File: config.mk
export PLATFORM = sky130hd
export DESIGN_NAME = alu_sequencer_flat
export DESIGN_NICKNAME = d
export VERILOG_FILES = /design/src/rtl/alu_sequencer_pkg.sv /design/src/rtl/alu_sequencer_if.sv /design/src/rtl/alu_sequencer_reg_bank8.sv /design/src/rtl/alu_sequencer.sv /design/src/flat_wrapper.sv
export SDC_FILE = /design/constraint.sdc
export NUM_CORES = 1
export LEC_CHECK = 0
export CORE_MARGIN = 5
export CORE_UTILIZATION = 40
export CTS_BUF_LIST = sky130_fd_sc_hd__clkbuf_2
export DETAILED_ROUTE_END_ITERATION = 10
export MAX_ROUTING_LAYER = met4
export PLACE_DENSITY = 0.58
export SYNTH_ARGS = -nofsm -noshare
export SYNTH_HDL_FRONTEND = slang
export SYNTH_SLANG_ARGS = --single-unit
File: constraint.sdc
create_clock -name clk -period 7.19 [get_ports clk]
set_clock_uncertainty 0.15 [all_clocks]
set_input_delay 0.719 -clock clk [delete_from_list [all_inputs] [get_ports clk]]
set_output_delay 0.719 -clock clk [all_outputs]
set_load 0.01 [all_outputs]
File: src/rtl/alu_sequencer_pkg.sv
`default_nettype none
// ============================================================================
// Module   : alu_sequencer_pkg
// Purpose  : Shared opcode values, FSM state encoding and instruction field
//            positions for the ALU sequencer and the ALU it drives.
// Revision : 1.0 - initial release
// ============================================================================
package alu_sequencer_pkg;

  localparam int DATA_W_DEF = 16;
  localparam int NREGS      = 8;
  localparam int REG_AW     = 3;

  // Opcode values, shared with the ALU.
  localparam logic [3:0] OP_ADD = 4'h0;
  localparam logic [3:0] OP_SUB = 4'h1;
  localparam logic [3:0] OP_SLT = 4'h2;
  localparam logic [3:0] OP_SLL = 4'h3;
  localparam logic [3:0] OP_SLR = 4'h4;
  localparam logic [3:0] OP_AND = 4'h5;
  localparam logic [3:0] OP_MV  = 4'h6;
  localparam logic [3:0] OP_MVI = 4'h7;

  // Instruction word field positions.
  localparam int OPC_MSB = 15;
  localparam int OPC_LSB = 12;
  localparam int RX_MSB  = 11;
  localparam int RX_LSB  = 9;
  localparam int RY_MSB  = 8;
  localparam int RY_LSB  = 6;

  typedef enum logic [1:0] {
    ST_IDLE = 2'd0,
    ST_T1   = 2'd1,
    ST_T2   = 2'd2,
    ST_T3   = 2'd3
  } state_t;

  // Opcodes 0..5 go through the ALU; 6/7 are moves, 8..15 are illegal.
  function automatic logic is_alu_op(input logic [3:0] op);
    return (op <= OP_AND);
  endfunction

endpackage
`default_nettype wire

File: src/rtl/alu_sequencer_if.sv
`default_nettype none
// ============================================================================
// Module   : alu_sequencer_if
// Purpose  : Run/Done handshake toward the instruction source plus the
//            initiator side of the ALU operand/result bus.
// Revision : 1.0 - initial release
// ============================================================================
interface alu_sequencer_if #(
  parameter int DATA_W = alu_sequencer_pkg::DATA_W_DEF
) ();

  logic              run;
  logic [DATA_W-1:0] din;
  logic              done;
  logic              err;
  logic              busy;
  logic [DATA_W-1:0] alu_a;
  logic [DATA_W-1:0] alu_b;
  logic [3:0]        alu_op;
  logic [DATA_W-1:0] alu_result;

  // Instruction source and ALU side.
  modport master (
    output run, din, alu_result,
    input  done, err, busy, alu_a, alu_b, alu_op
  );

  // Sequencer side.
  modport slave (
    input  run, din, alu_result,
    output done, err, busy, alu_a, alu_b, alu_op
  );

endinterface
`default_nettype wire

File: src/rtl/alu_sequencer_reg_bank8.sv
`default_nettype none
// ============================================================================
// Module   : reg_bank8
// Purpose  : 8 x DATA_W register file, asynchronous clear, one write port and
//            three combinational read ports (Rx, Ry, debug).
// Revision : 1.0 - initial release
// ============================================================================
module reg_bank8
  import alu_sequencer_pkg::*;
#(
  parameter int DATA_W = DATA_W_DEF
) (
  input  logic              clk,
  input  logic              rst,
  input  logic              we,
  input  logic [REG_AW-1:0] waddr,
  input  logic [DATA_W-1:0] wdata,
  input  logic [REG_AW-1:0] rx_sel,
  output logic [DATA_W-1:0] rx_data,
  input  logic [REG_AW-1:0] ry_sel,
  output logic [DATA_W-1:0] ry_data,
  input  logic [REG_AW-1:0] dbg_sel,
  output logic [DATA_W-1:0] dbg_data
);

  logic [DATA_W-1:0] regs [NREGS];

  // Single write port; reset clears every entry regardless of a pending write.
  always_ff @(posedge clk or posedge rst) begin
    if (rst) begin
      for (int i = 0; i < NREGS; i++) begin
        regs[i] <= '0;
      end
    end else if (we) begin
      regs[waddr] <= wdata;
    end
  end

  assign rx_data  = regs[rx_sel];
  assign ry_data  = regs[ry_sel];
  assign dbg_data = regs[dbg_sel];

endmodule
`default_nettype wire

File: src/rtl/alu_sequencer.sv
`default_nettype none
// ============================================================================
// Module   : alu_sequencer
// Purpose  : Multi-cycle controller for the 16-bit ALU: fetches an
//            instruction, presents operands, captures the result and writes it
//            back to the internal register bank.
// Revision : 1.0 - initial release
// ============================================================================
module alu_sequencer
  import alu_sequencer_pkg::*;
#(
  parameter int DATA_W = DATA_W_DEF
) (
  input  logic              clk,
  input  logic              rst,
  alu_sequencer_if.slave    bus,
  input  logic [REG_AW-1:0] dbg_sel,
  output logic [DATA_W-1:0] dbg_data
);

  state_t            state;
  state_t            state_nxt;

  logic [DATA_W-1:0] ir;
  logic [DATA_W-1:0] a_q;
  logic [DATA_W-1:0] g_q;
  logic              done_q;
  logic              err_q;

  logic              load_ir;
  logic              load_a;
  logic              load_g;
  logic              done_nxt;
  logic              err_nxt;
  logic              we;
  logic [DATA_W-1:0] wdata;

  logic [3:0]        opcode;
  logic [REG_AW-1:0] rx;
  logic [REG_AW-1:0] ry;
  logic [DATA_W-1:0] rx_data;
  logic [DATA_W-1:0] ry_data;

  // The low instruction bits carry no meaning.
  logic              unused_ir_bits;

  assign opcode         = ir[OPC_MSB:OPC_LSB];
  assign rx             = ir[RX_MSB:RX_LSB];
  assign ry             = ir[RY_MSB:RY_LSB];
  assign unused_ir_bits = ^ir[RY_LSB-1:0];

  reg_bank8 #(
    .DATA_W (DATA_W)
  ) u_bank (
    .clk      (clk),
    .rst      (rst),
    .we       (we),
    .waddr    (rx),
    .wdata    (wdata),
    .rx_sel   (rx),
    .rx_data  (rx_data),
    .ry_sel   (ry),
    .ry_data  (ry_data),
    .dbg_sel  (dbg_sel),
    .dbg_data (dbg_data)
  );

  // State register.
  always_ff @(posedge clk or posedge rst) begin
    if (rst) begin
      state <= ST_IDLE;
    end else begin
      state <= state_nxt;
    end
  end

  // Instruction, operand and result latches plus the registered Done/Err pulse.
  always_ff @(posedge clk or posedge rst) begin
    if (rst) begin
      ir     <= '0;
      a_q    <= '0;
      g_q    <= '0;
      done_q <= 1'b0;
      err_q  <= 1'b0;
    end else begin
      if (load_ir) ir  <= bus.din;
      if (load_a)  a_q <= rx_data;
      if (load_g)  g_q <= bus.alu_result;
      done_q <= done_nxt;
      err_q  <= err_nxt;
    end
  end

  // Next-state and control decode; the single register write of an
  // instruction always happens on its completing edge.
  always_comb begin
    state_nxt = state;
    load_ir   = 1'b0;
    load_a    = 1'b0;
    load_g    = 1'b0;
    done_nxt  = 1'b0;
    err_nxt   = 1'b0;
    we        = 1'b0;
    wdata     = '0;
    unique case (state)
      ST_IDLE: begin
        if (bus.run) begin
          load_ir   = 1'b1;
          state_nxt = ST_T1;
        end
      end
      ST_T1: begin
        if (opcode == OP_MV) begin
          we        = 1'b1;
          wdata     = ry_data;
          done_nxt  = 1'b1;
          state_nxt = ST_IDLE;
        end else if (opcode == OP_MVI) begin
          we        = 1'b1;
          wdata     = bus.din;
          done_nxt  = 1'b1;
          state_nxt = ST_IDLE;
        end else if (is_alu_op(opcode)) begin
          load_a    = 1'b1;
          state_nxt = ST_T2;
        end else begin
          done_nxt  = 1'b1;
          err_nxt   = 1'b1;
          state_nxt = ST_IDLE;
        end
      end
      ST_T2: begin
        load_g    = 1'b1;
        state_nxt = ST_T3;
      end
      ST_T3: begin
        we        = 1'b1;
        wdata     = g_q;
        done_nxt  = 1'b1;
        state_nxt = ST_IDLE;
      end
      default: begin
        state_nxt = ST_IDLE;
      end
    endcase
  end

  assign bus.alu_a  = a_q;
  assign bus.alu_b  = ry_data;
  assign bus.alu_op = opcode;
  assign bus.done   = done_q;
  assign bus.err    = err_q;
  assign bus.busy   = (state != ST_IDLE);

endmodule
`default_nettype wire

File: src/flat_wrapper.sv
// flat-port wrapper written by rule: the top's interface ports become plain ports
module alu_sequencer_flat import alu_sequencer_pkg::*;
#(
  parameter int DATA_W = DATA_W_DEF
)
  (clk, rst, dbg_sel, dbg_data, bus_run, bus_din, bus_alu_result, bus_done, bus_err, bus_busy, bus_alu_a, bus_alu_b, bus_alu_op);
  alu_sequencer_if #(.DATA_W(DATA_W)) bus_i ();
  input  logic clk;
  input  logic rst;
  input  logic [REG_AW-1:0] dbg_sel;
  output logic [DATA_W-1:0] dbg_data;
  input wire logic [$bits(bus_i.run)-1:0] bus_run;
  input wire logic [$bits(bus_i.din)-1:0] bus_din;
  input wire logic [$bits(bus_i.alu_result)-1:0] bus_alu_result;
  output wire logic [$bits(bus_i.done)-1:0] bus_done;
  output wire logic [$bits(bus_i.err)-1:0] bus_err;
  output wire logic [$bits(bus_i.busy)-1:0] bus_busy;
  output wire logic [$bits(bus_i.alu_a)-1:0] bus_alu_a;
  output wire logic [$bits(bus_i.alu_b)-1:0] bus_alu_b;
  output wire logic [$bits(bus_i.alu_op)-1:0] bus_alu_op;
  assign bus_i.run = bus_run;
  assign bus_i.din = bus_din;
  assign bus_i.alu_result = bus_alu_result;
  assign bus_done = bus_i.done;
  assign bus_err = bus_i.err;
  assign bus_busy = bus_i.busy;
  assign bus_alu_a = bus_i.alu_a;
  assign bus_alu_b = bus_i.alu_b;
  assign bus_alu_op = bus_i.alu_op;
  alu_sequencer #(.DATA_W(DATA_W)) u_core (.clk(clk), .rst(rst), .bus(bus_i), .dbg_sel(dbg_sel), .dbg_data(dbg_data));
endmodule
# Yosys cells after proc, flatten, opt, wreduce, memory -nomap -nowiden
# Index checks and enable logic that the tools add are counted.
[op_classes] magnitude_cmp=5 n_reduce_logical=3 muxes=37 eq_ne=6 n_bitwise=3
[op_table] cell="$bmux W16 S3" count=3
[op_table] cell="$mux W16" count=9
[op_table] cell="$bwmux W128" count=1
[op_table] cell="$demux W16 S3" count=1
[op_table] cell="$pmux W16 S2" count=1
[op_table] cell="$mux W1" count=15
[op_table] cell="$ge A4 B4 Y1 const B" count=3
[op_table] cell="$not A3 Y4" count=3
[op_table] cell="$eq A4 B3 Y1 const B" count=2
[op_table] cell="$mux W2" count=4
[op_table] cell="$pmux W2 S4" count=1
[op_table] cell="$eq A2 B2 Y1 const B" count=2
[op_table] cell="$le A4 B3 Y1 const B" count=1
[op_table] cell="$lt A4 B1 Y1 const B" count=1
[op_table] cell="$pmux W1 S2" count=2
[op_table] cell="$eq A2 B1 Y1 const B" count=1
[op_table] cell="$logic_not A2 Y1" count=1
[op_table] cell="$ne A2 B2 Y1 const B" count=1
[op_table] cell="$reduce_bool A2 Y1" count=1
[op_table] cell="$logic_and A1 B1 Y1" count=1
[word_totals] ff_bits=180 out_inout_bits=55 word_cells=68 inputBits=38

# Longest topological paths before layout
[logic_depth] ltp_word=7 mapped_depth=7 depth_no_buf=4

# Modules after synthesis
# A second synthesis with hierarchy kept.
[hier_totals] cells_unflattened=622 hier_area_um2=10391.2
[by_module_without_submodules] mod="reg_bank8" area_per_inst_um2=8259.2 seq_area_each_um2=3203.1 n_inst=1 cells_each=454
[by_module_without_submodules] mod="alu_sequencer" area_per_inst_um2=2132.0 seq_area_each_um2=1151.1 n_inst=1 cells_each=168

# Worst setup path before layout
# Ideal clock, no wire load.
[synth_path] path_type="input-to-output" from="in dbg_sel[0]" to="out dbg_data[0]" required_ps=6321 arrival_ps=2049 path_buffers=2 cell_stages=4 path_slack_ps=4272 cell_sequence="clkbuf_1 > buf_2 > mux4_2 > mux2_2"
[synth_via] elab_chain_len=4
[synth_rtl] item="start: declaration" line_no="flat_wrapper.sv:10" source="input logic [REG_AW-1:0] dbg_sel;"
[synth_rtl] item="$not A3 Y4 (implied by the code)" line_no="alu_sequencer_reg_bank8.sv:41" source="assign dbg_data = regs[dbg_sel];"
[synth_rtl] item="$bmux W16 S3" line_no="alu_sequencer_reg_bank8.sv:41"
[synth_rtl] item="$mux W16 (implied by the code) (2 in series)" line_no="alu_sequencer_reg_bank8.sv:41"
[synth_rtl] item="end: declaration" line_no="flat_wrapper.sv:11" source="output logic [DATA_W-1:0] dbg_data;"
# No other way between the ends. The select of a mux whose other input is x is not followed.

# Worst setup path after layout
[layout_path] from="reg u_core.ir[6]" to="out bus_alu_b[13]"
[layout_via] elab_chain_len=4
[layout_rtl] item="start: declaration" line_no="alu_sequencer.sv:24" source="logic [DATA_W-1:0] ir;"
[layout_rtl] item="start signal: assignment" line_no="alu_sequencer.sv:86" source="if (load_ir) ir <= bus.din;"
[layout_rtl] item="$not A3 Y4 (implied by the code)" line_no="alu_sequencer_reg_bank8.sv:40" source="assign ry_data = regs[ry_sel];"
[layout_rtl] item="$bmux W16 S3" line_no="alu_sequencer_reg_bank8.sv:40"
[layout_rtl] item="$mux W16 (implied by the code) (2 in series)" line_no="alu_sequencer_reg_bank8.sv:40"
[layout_rtl] item="end: declaration" line_no="flat_wrapper.sv:19" source="output wire logic [$bits(bus_i.alu_b)-1:0] bus_alu_b;"
# No other way between the ends. The select of a mux whose other input is x is not followed.

==> run_summary.xml <==
<?xml version="1.0" encoding="UTF-8"?>
<metrics>
  <group name="die">
    <metric name="ioPinCount" unit="">93</metric>
    <metric name="die-height" unit="um">170.7</metric>
    <metric name="die_w" unit="um">170.7</metric>
    <metric name="initial_core_util" unit="%">40.79</metric>
    <metric name="coreArea" unit="um2">25330</metric>
    <metric name="die_outline_area" unit="um2">29140</metric>
    <metric name="rows" unit="">58</metric>
  </group>
  <group name="sta">
    <metric name="final-setup-viol-count" unit="">0</metric>
    <metric name="drv_slew" unit="">0</metric>
    <metric name="maxClockFrequency" unit="MHz">232.8</metric>
    <metric name="finalHoldViolations" unit="">0</metric>
    <metric name="grt_setup_unrepaired" unit="">false</metric>
    <metric name="final_min_period_over_clock_period" unit="%">59.74</metric>
    <metric name="timing.max_slew.rel_slack" unit="%">11.84</metric>
    <metric name="layout_min_cycle_time" unit="ns">4.296</metric>
    <metric name="worst-slew-pin-transition" unit="ns">1.317</metric>
    <metric name="timing.setup.tns" unit="ns">0</metric>
  </group>
  <group name="min_path">
    <metric name="timing.hold.worst.class" unit="">in -&gt; async</metric>
  </group>
  <group name="clock_tree">
    <metric name="cts.sink_count" unit="">174</metric>
    <metric name="ctsHtreeMaxLevel" unit="">4</metric>
    <metric name="cts_tree" unit="">done</metric>
    <metric name="postCtsSetupRepairBufs" unit="">0</metric>
    <metric name="numCtsBuffers" unit="">17</metric>
    <metric name="cts-root-buf" unit="">clkbuf_2</metric>
    <metric name="cts_repair_resize_count" unit="">0</metric>
    <metric name="cts_hold_buffers" unit="">0</metric>
    <metric name="clk_pin_slew_worst_paths" unit="ns">0.26</metric>
    <metric name="clock_path_buffers" unit="">2</metric>
    <metric name="clock_insertion_delay_worst_skew" unit="ns">0.77</metric>
  </group>
  <group name="drt">
    <metric name="drcViolationCount" unit="">0</metric>
    <metric name="routedWlPerCell" unit="um">26.40</metric>
    <metric name="final_antenna_net_count" unit="">0</metric>
    <metric name="drt_first_iter_violations" unit="">894</metric>
    <metric name="routed_via_density" unit="">6.336</metric>
    <metric name="routed_wl" unit="um">34130</metric>
    <metric name="route.vias.total" unit="">8192</metric>
    <metric name="detailed_routing_iteration_count_for_the_pre_antenna_repair_pass" unit="">5</metric>
  </group>
  <group name="finish">
    <metric name="area_growth_syn_to_layout" unit="%">13.72</metric>
    <metric name="finalNetCount" unit="">986</metric>
    <metric name="drive_gt1_share" unit="%">20.29</metric>
    <metric name="stdcell_count" unit="">1293</metric>
    <metric name="filler_cell_count" unit="">2369</metric>
  </group>
  <group name="global_route">
    <metric name="first_global_vias" unit="">8205</metric>
    <metric name="grt_start_max_net_pins" unit="">77</metric>
    <metric name="grt_overflow_total" unit="">0</metric>
    <metric name="grt_first_pass_wirelength" unit="um">52310</metric>
    <metric name="grt_antenna_before_repair" unit="">2</metric>
    <metric name="grt_usage" unit="%">24.52</metric>
  </group>
  <group name="logic_synthesis">
    <metric name="total_standard_cell_area_after_synthesis" unit="um2">10330</metric>
    <metric name="yosys-top-cells-area" unit="">dfrtp_1 42%, o31ai_1 9.3%, a22oi_1 7.0%</metric>
    <metric name="ys.flop_type" unit="">dfrtp_1</metric>
    <metric name="netlist-cell-type-count" unit="">40</metric>
    <metric name="syn_nets" unit="">926</metric>
    <metric name="synth_edf_count" unit="">0</metric>
    <metric name="ys_seq_elements" unit="">174</metric>
    <metric name="synth.largest_area_cell" unit="">dfrtp_1</metric>
    <metric name="synth-seq-area-share" unit="%">42.15</metric>
    <metric name="syn-mean-instance-area" unit="um2">11.63</metric>
    <metric name="post_synth_inst_count" unit="">888</metric>
    <metric name="yosys_warnings" unit="">0</metric>
    <metric name="most_instantiated_cells_after_synthesis" unit="">174 x dfrtp_1, 148 x nand2_1, 128 x o31ai_1, 96 x a22oi_1, 64 x mux2i_1</metric>
    <metric name="yosysTopAreaCellShare" unit="%">42.15</metric>
    <metric name="post-synth-top-count-cell" unit="">dfrtp_1</metric>
    <metric name="async_flop_share" unit="%">100.0</metric>
  </group>
  <group name="worst_setup_path">
    <metric name="cp.required" unit="ns">6.32</metric>
    <metric name="criticalPathCategory" unit="">reg -&gt; out</metric>
    <metric name="timing.critical_path.fanout_max" unit="">65</metric>
    <metric name="r2r_setup_slack" unit="ns">4.02</metric>
    <metric name="worstSetupStartpointType" unit="">flip-flop</metric>
    <metric name="crit_end_category" unit="">primary output</metric>
    <metric name="critPathArrivalTime" unit="ns">3.43</metric>
    <metric name="startpoint" unit="">u_core.ir[6]</metric>
    <metric name="reg2reg_from" unit="">u_core.state[0]</metric>
  </group>
  <group name="run">
    <metric name="maxCapViolations" unit="">0</metric>
  </group>
  <group name="power_and_ir_drop">
    <metric name="power.density" unit="nW/um2">515.1</metric>
    <metric name="power.leakage" unit="nW">4.697</metric>
    <metric name="largest_voltage_drop_on_the_vdd_net" unit="mV">0.3327</metric>
  </group>
  <group name="placement">
    <metric name="post-place-cells" unit="">1259</metric>
    <metric name="globalplace.congestion" unit="">0.8354</metric>
    <metric name="port_buffers" unit="">92</metric>
    <metric name="place.detailed.hpwl" unit="um">20460</metric>
  </group>
  <group name="status">
    <metric name="run_status" unit="">completed</metric>
  </group>
</metrics>
sequential cells by signal (all words and copies together) (netlist names), named ones only:
register,flops
u_core.bus.done,1
u_core.ir,10
u_core.state,1
u_core.bus.alu_a,16
u_core.bus.err,1
u_core.g_q,16
u_core.u_bank.regs,128
cell type report:
type	instances	area, um2	share of cell area (%)
multi-input cells	630	5548	47.22
flip-flops and latches	174	4359	37.10
repair buffers	122	1141	9.712
well taps	330	412.9	3.514
clock inverters	13	171.4	1.459
clock buffers	19	95.09	0.8094
inverters	3	16.27	0.1384
diodes	2	5.005	0.04260
routing by layer:
metal	routed length (um)	GRT usage, %	up-vias
met3	2988	4.898	60
met5	0	-	-
met4	794	6.424	0
met1	15250	35.31	4142
li1	-	-	3607
met2	15100	35.56	383
layout by cell type, fill, tap and decap left out, drive strengths merged, types with 3 or more instances in the layout:
| cell | Yosys | routed |
|---|---|---|
| dfrtp | 174 | 174 |
| clkdlybuf4s50 | 0 | 91 |
| a221oi | 16 | 16 |
| mux4 | 32 | 32 |
| nand2 | 149 | 149 |
| buf | 45 | 31 |
| o221ai | 16 | 16 |
| a21o | 6 | 6 |
| inv | 3 | 3 |
| o31ai | 129 | 129 |
| clkbuf | 36 | 19 |
| nor2 | 3 | 3 |
| clkinv | 0 | 9 |
| mux2i | 64 | 64 |
| a41oi | 6 | 6 |
| bufinv | 0 | 4 |
| o211ai | 8 | 8 |
| and3b | 4 | 4 |
| mux2 | 42 | 42 |
| a41o | 10 | 10 |
| and2 | 34 | 34 |
| a22oi | 96 | 96 |
| nor2b | 3 | 3 |
| nor3b | 3 | 3 |
cell families after synthesis:
| kind of cell | synth area share [%] |
|---|---|
| DFF | 42.15 |
| buffers and inverters | 4.311 |
| muxes | 17.75 |
| and+or+nand+nor | 9.156 |
| AOI/OAI and AO/OA | 26.63 |
stage by stage:
stage / hold WS (ns) / util (%) / worst slack, ns / area [um2] / total power, mW
2_1_floorplan: 0.3370 / - / 1.604 / 10330 / 4.204
3_3_place_gp: 0.3097 / 45.32 / 3.522 / 11480 / 5.404
3_5_place_dp: 0.3157 / 45.32 / 3.519 / 11480 / 5.447
4_1_cts: 0.1354 / 46.37 / 2.885 / 11740 / 6.032
5_1_grt: 0.1526 / 46.39 / 2.699 / 11750 / 6.424
6_report: 0.1712 / 46.39 / 2.894 / 11750 / 6.052
path summary, 6_finish.rpt:
check / endpoint / depth (start not counted)
max in group asynchronous: u_core.u_bank.regs[90] / 3
worst min register to register: u_core.bus.alu_a[9] / 2
worst min-delay path: u_core.u_bank.regs[101] / 2
worst max register to register: u_core.u_bank.regs[126] / 3
worst max-delay path: bus_alu_b[13] / 4
min in group clk: u_core.state[0] / 3
worst max-delay path, cell delays in order, from the launching register on:
cell and delay, ns:
dfrtp_4 1.27, mux2i_1 0.21, a22oi_1 0.39, and2_1 0.22, clkdlybuf4s50_1 0.56
where the power goes:
group	internal, mW	switching [mW]
registers	1.41	0.694
clock network	0.228	0.359
logic	1.52	1.83
total	3.17	2.89
(Power assumes the default switching activity.)
==> patch (same flow settings) <==
Re-encode `state_t` (4 states) as Gray code, 2 bits wide.
--- a/src/rtl/alu_sequencer_pkg.sv
+++ b/src/rtl/alu_sequencer_pkg.sv
@@ -30,10 +30,10 @@
   localparam int RY_LSB  = 6;
 
   typedef enum logic [1:0] {
-    ST_IDLE = 2'd0,
-    ST_T1   = 2'd1,
-    ST_T2   = 2'd2,
-    ST_T3   = 2'd3
+    ST_IDLE = 2'b00,
+    ST_T1   = 2'b01,
+    ST_T2   = 2'b11,
+    ST_T3   = 2'b10
   } state_t;
 
   // Opcodes 0..5 go through the ALU; 6/7 are moves, 8..15 are illegal.
Check against the original RTL: no difference found for any inputs over 4 cycles, from zero or initial values and one cycle with rst high; so few cycles prove little.
==> patch against the unedited design <==
  * Sequential cell count unchanged
  * Critical path type unchanged
  * Core utilization down 0.93 points
  * Cell count up 14%
  * Synthesized area up 1.4%
  * First-iteration DRC count up 32%
  * Largest power group unchanged
  * Total power down 5.6%
  * Final area up 0.26%
  * Worst setup slack worse by 0.090 ns
  * Routed wire length up 7.2%
==> patch: results (changes against the unedited design) <==
setup_ws_ns: 2.80  # -0.0905 ns
synth-compound-area-share_pct: 17.2  # -9.4 points
largest_reg_flops: 128  # unchanged
clk_pin_slew_worst_paths_ns: 0.25
yosys_most_used_dff: "dfrtp_1"
first_pass_iters: 6  # +1
muxShareOfSynthArea_pct: 21.9  # +4.1 points
leakage_nw: 4.84  # +3.0%
drive_gt1_share_pct: 14.0  # -6.2 points
regToRegStartpoint: "u_core.ir[6]$_DFFE_PP0P_"
layout.nets: 1172  # +19%
slew_headroom_pct: 15.3  # +3.4 points
grt_pass1_wl_mm: 55.2  # +5.5%
seq-power_mw: 2.00  # -5%
crit_family: "buffers and inverters"
fillCellCount: 2508  # +5.9%
r2r_end: "u_core.u_bank.regs[103]$_DFFE_PP0P_"
synth_nets: 1118  # +21%
powerComb_mw: 3.21  # -4%
synthTopCellsByCount: "282 x nand2_1, 174 x dfrtp_1, 142 x o21ai_1"
dr.first_iter.drc_count: 1184  # +32%
regToRegSetupSlack_ns: 3.82  # -0.20 ns
ys_seq_area_share_pct: 41.6  # -0.58 points
antenna_found_initial: 1  # -1
cp.arrival_ns: 3.52  # +0.09 ns
r2r_cells: 5  # +2
clk_latency_ns: 0.78
synth_xor_area_share_pct: 0  # unchanged
cts_root_buffer: "clkbuf_2"
gp_congestion: 0.912  # +9.2%
worstPathMaxFanout: 43  # -34%
worst_path_largest_cell_delay_ns: 0.75  # -0.52 ns
track_usage_pct: 25.7  # +1.2 points
cts_max_level: 4  # unchanged
synth.distinct_cells: 53  # +33%
post_cts_buffers: 0  # unchanged
place_ws_ns: 3.52  # -0.00219 ns
grt_pass1_vias: 8665  # +5.6%
fin_hold_ws_ns: 0.351  # +0.180 ns
vias: 9060  # +11%
stdcell_area_um2: 11800  # +0.26%
synth-adder-area-share_pct: 0.597  # +0.60 points
internal_power_mw: 3.04  # -4.1%
status: "complete, no violations"
grt_max_degree: 111  # +44%
peakVddDrop_mv: 0.288  # -13%
dp_hpwl_mm: 22.6  # +10%
synth_area_leaders: "dfrtp_1 42%, nand2_1 10%, mux4_2 8.4%, mux2i_1 7.3%, o21ai_1 6.8%"
wirelength_mm: 36.6  # +7.2%
cp-endpoint: "bus_alu_b[15]"
patch: cell families after synthesis:
group,count (synthesis)
compound gates,277
fa+ha+maj,5
buf+inv,84
flops,174
mux,173
simple gates,362
patch: per-layer routing:
metal / part of all wire, % / track usage [%] / up-vias
met1: 43 / 36.0 / 4456
met4: 2.9 / 7.86 / 0
met2: 44 / 37.8 / 504
met5: 0 / - / -
li1: - / - / 4021
met3: 9.5 / 5.29 / 79
patch: per-stage QoR:
stage	cells	total power, mW
final	1475	5.71
after floorplan	1075	3.99
after detailed placement	1445	5.18
after global routing	1475	6.08
after global placement	1445	5.14
after CTS	1474	5.68
patch: area by class of cell:
type,count,share of cell area (%)
diodes,1,0.0212
clock buffers,20,0.850
clock inverters,9,0.829
inverters,6,0.234
multi-input cells,817,48.4
flip-flops and latches,174,37.0
well taps,335,3.56
repair buffers,113,9.11
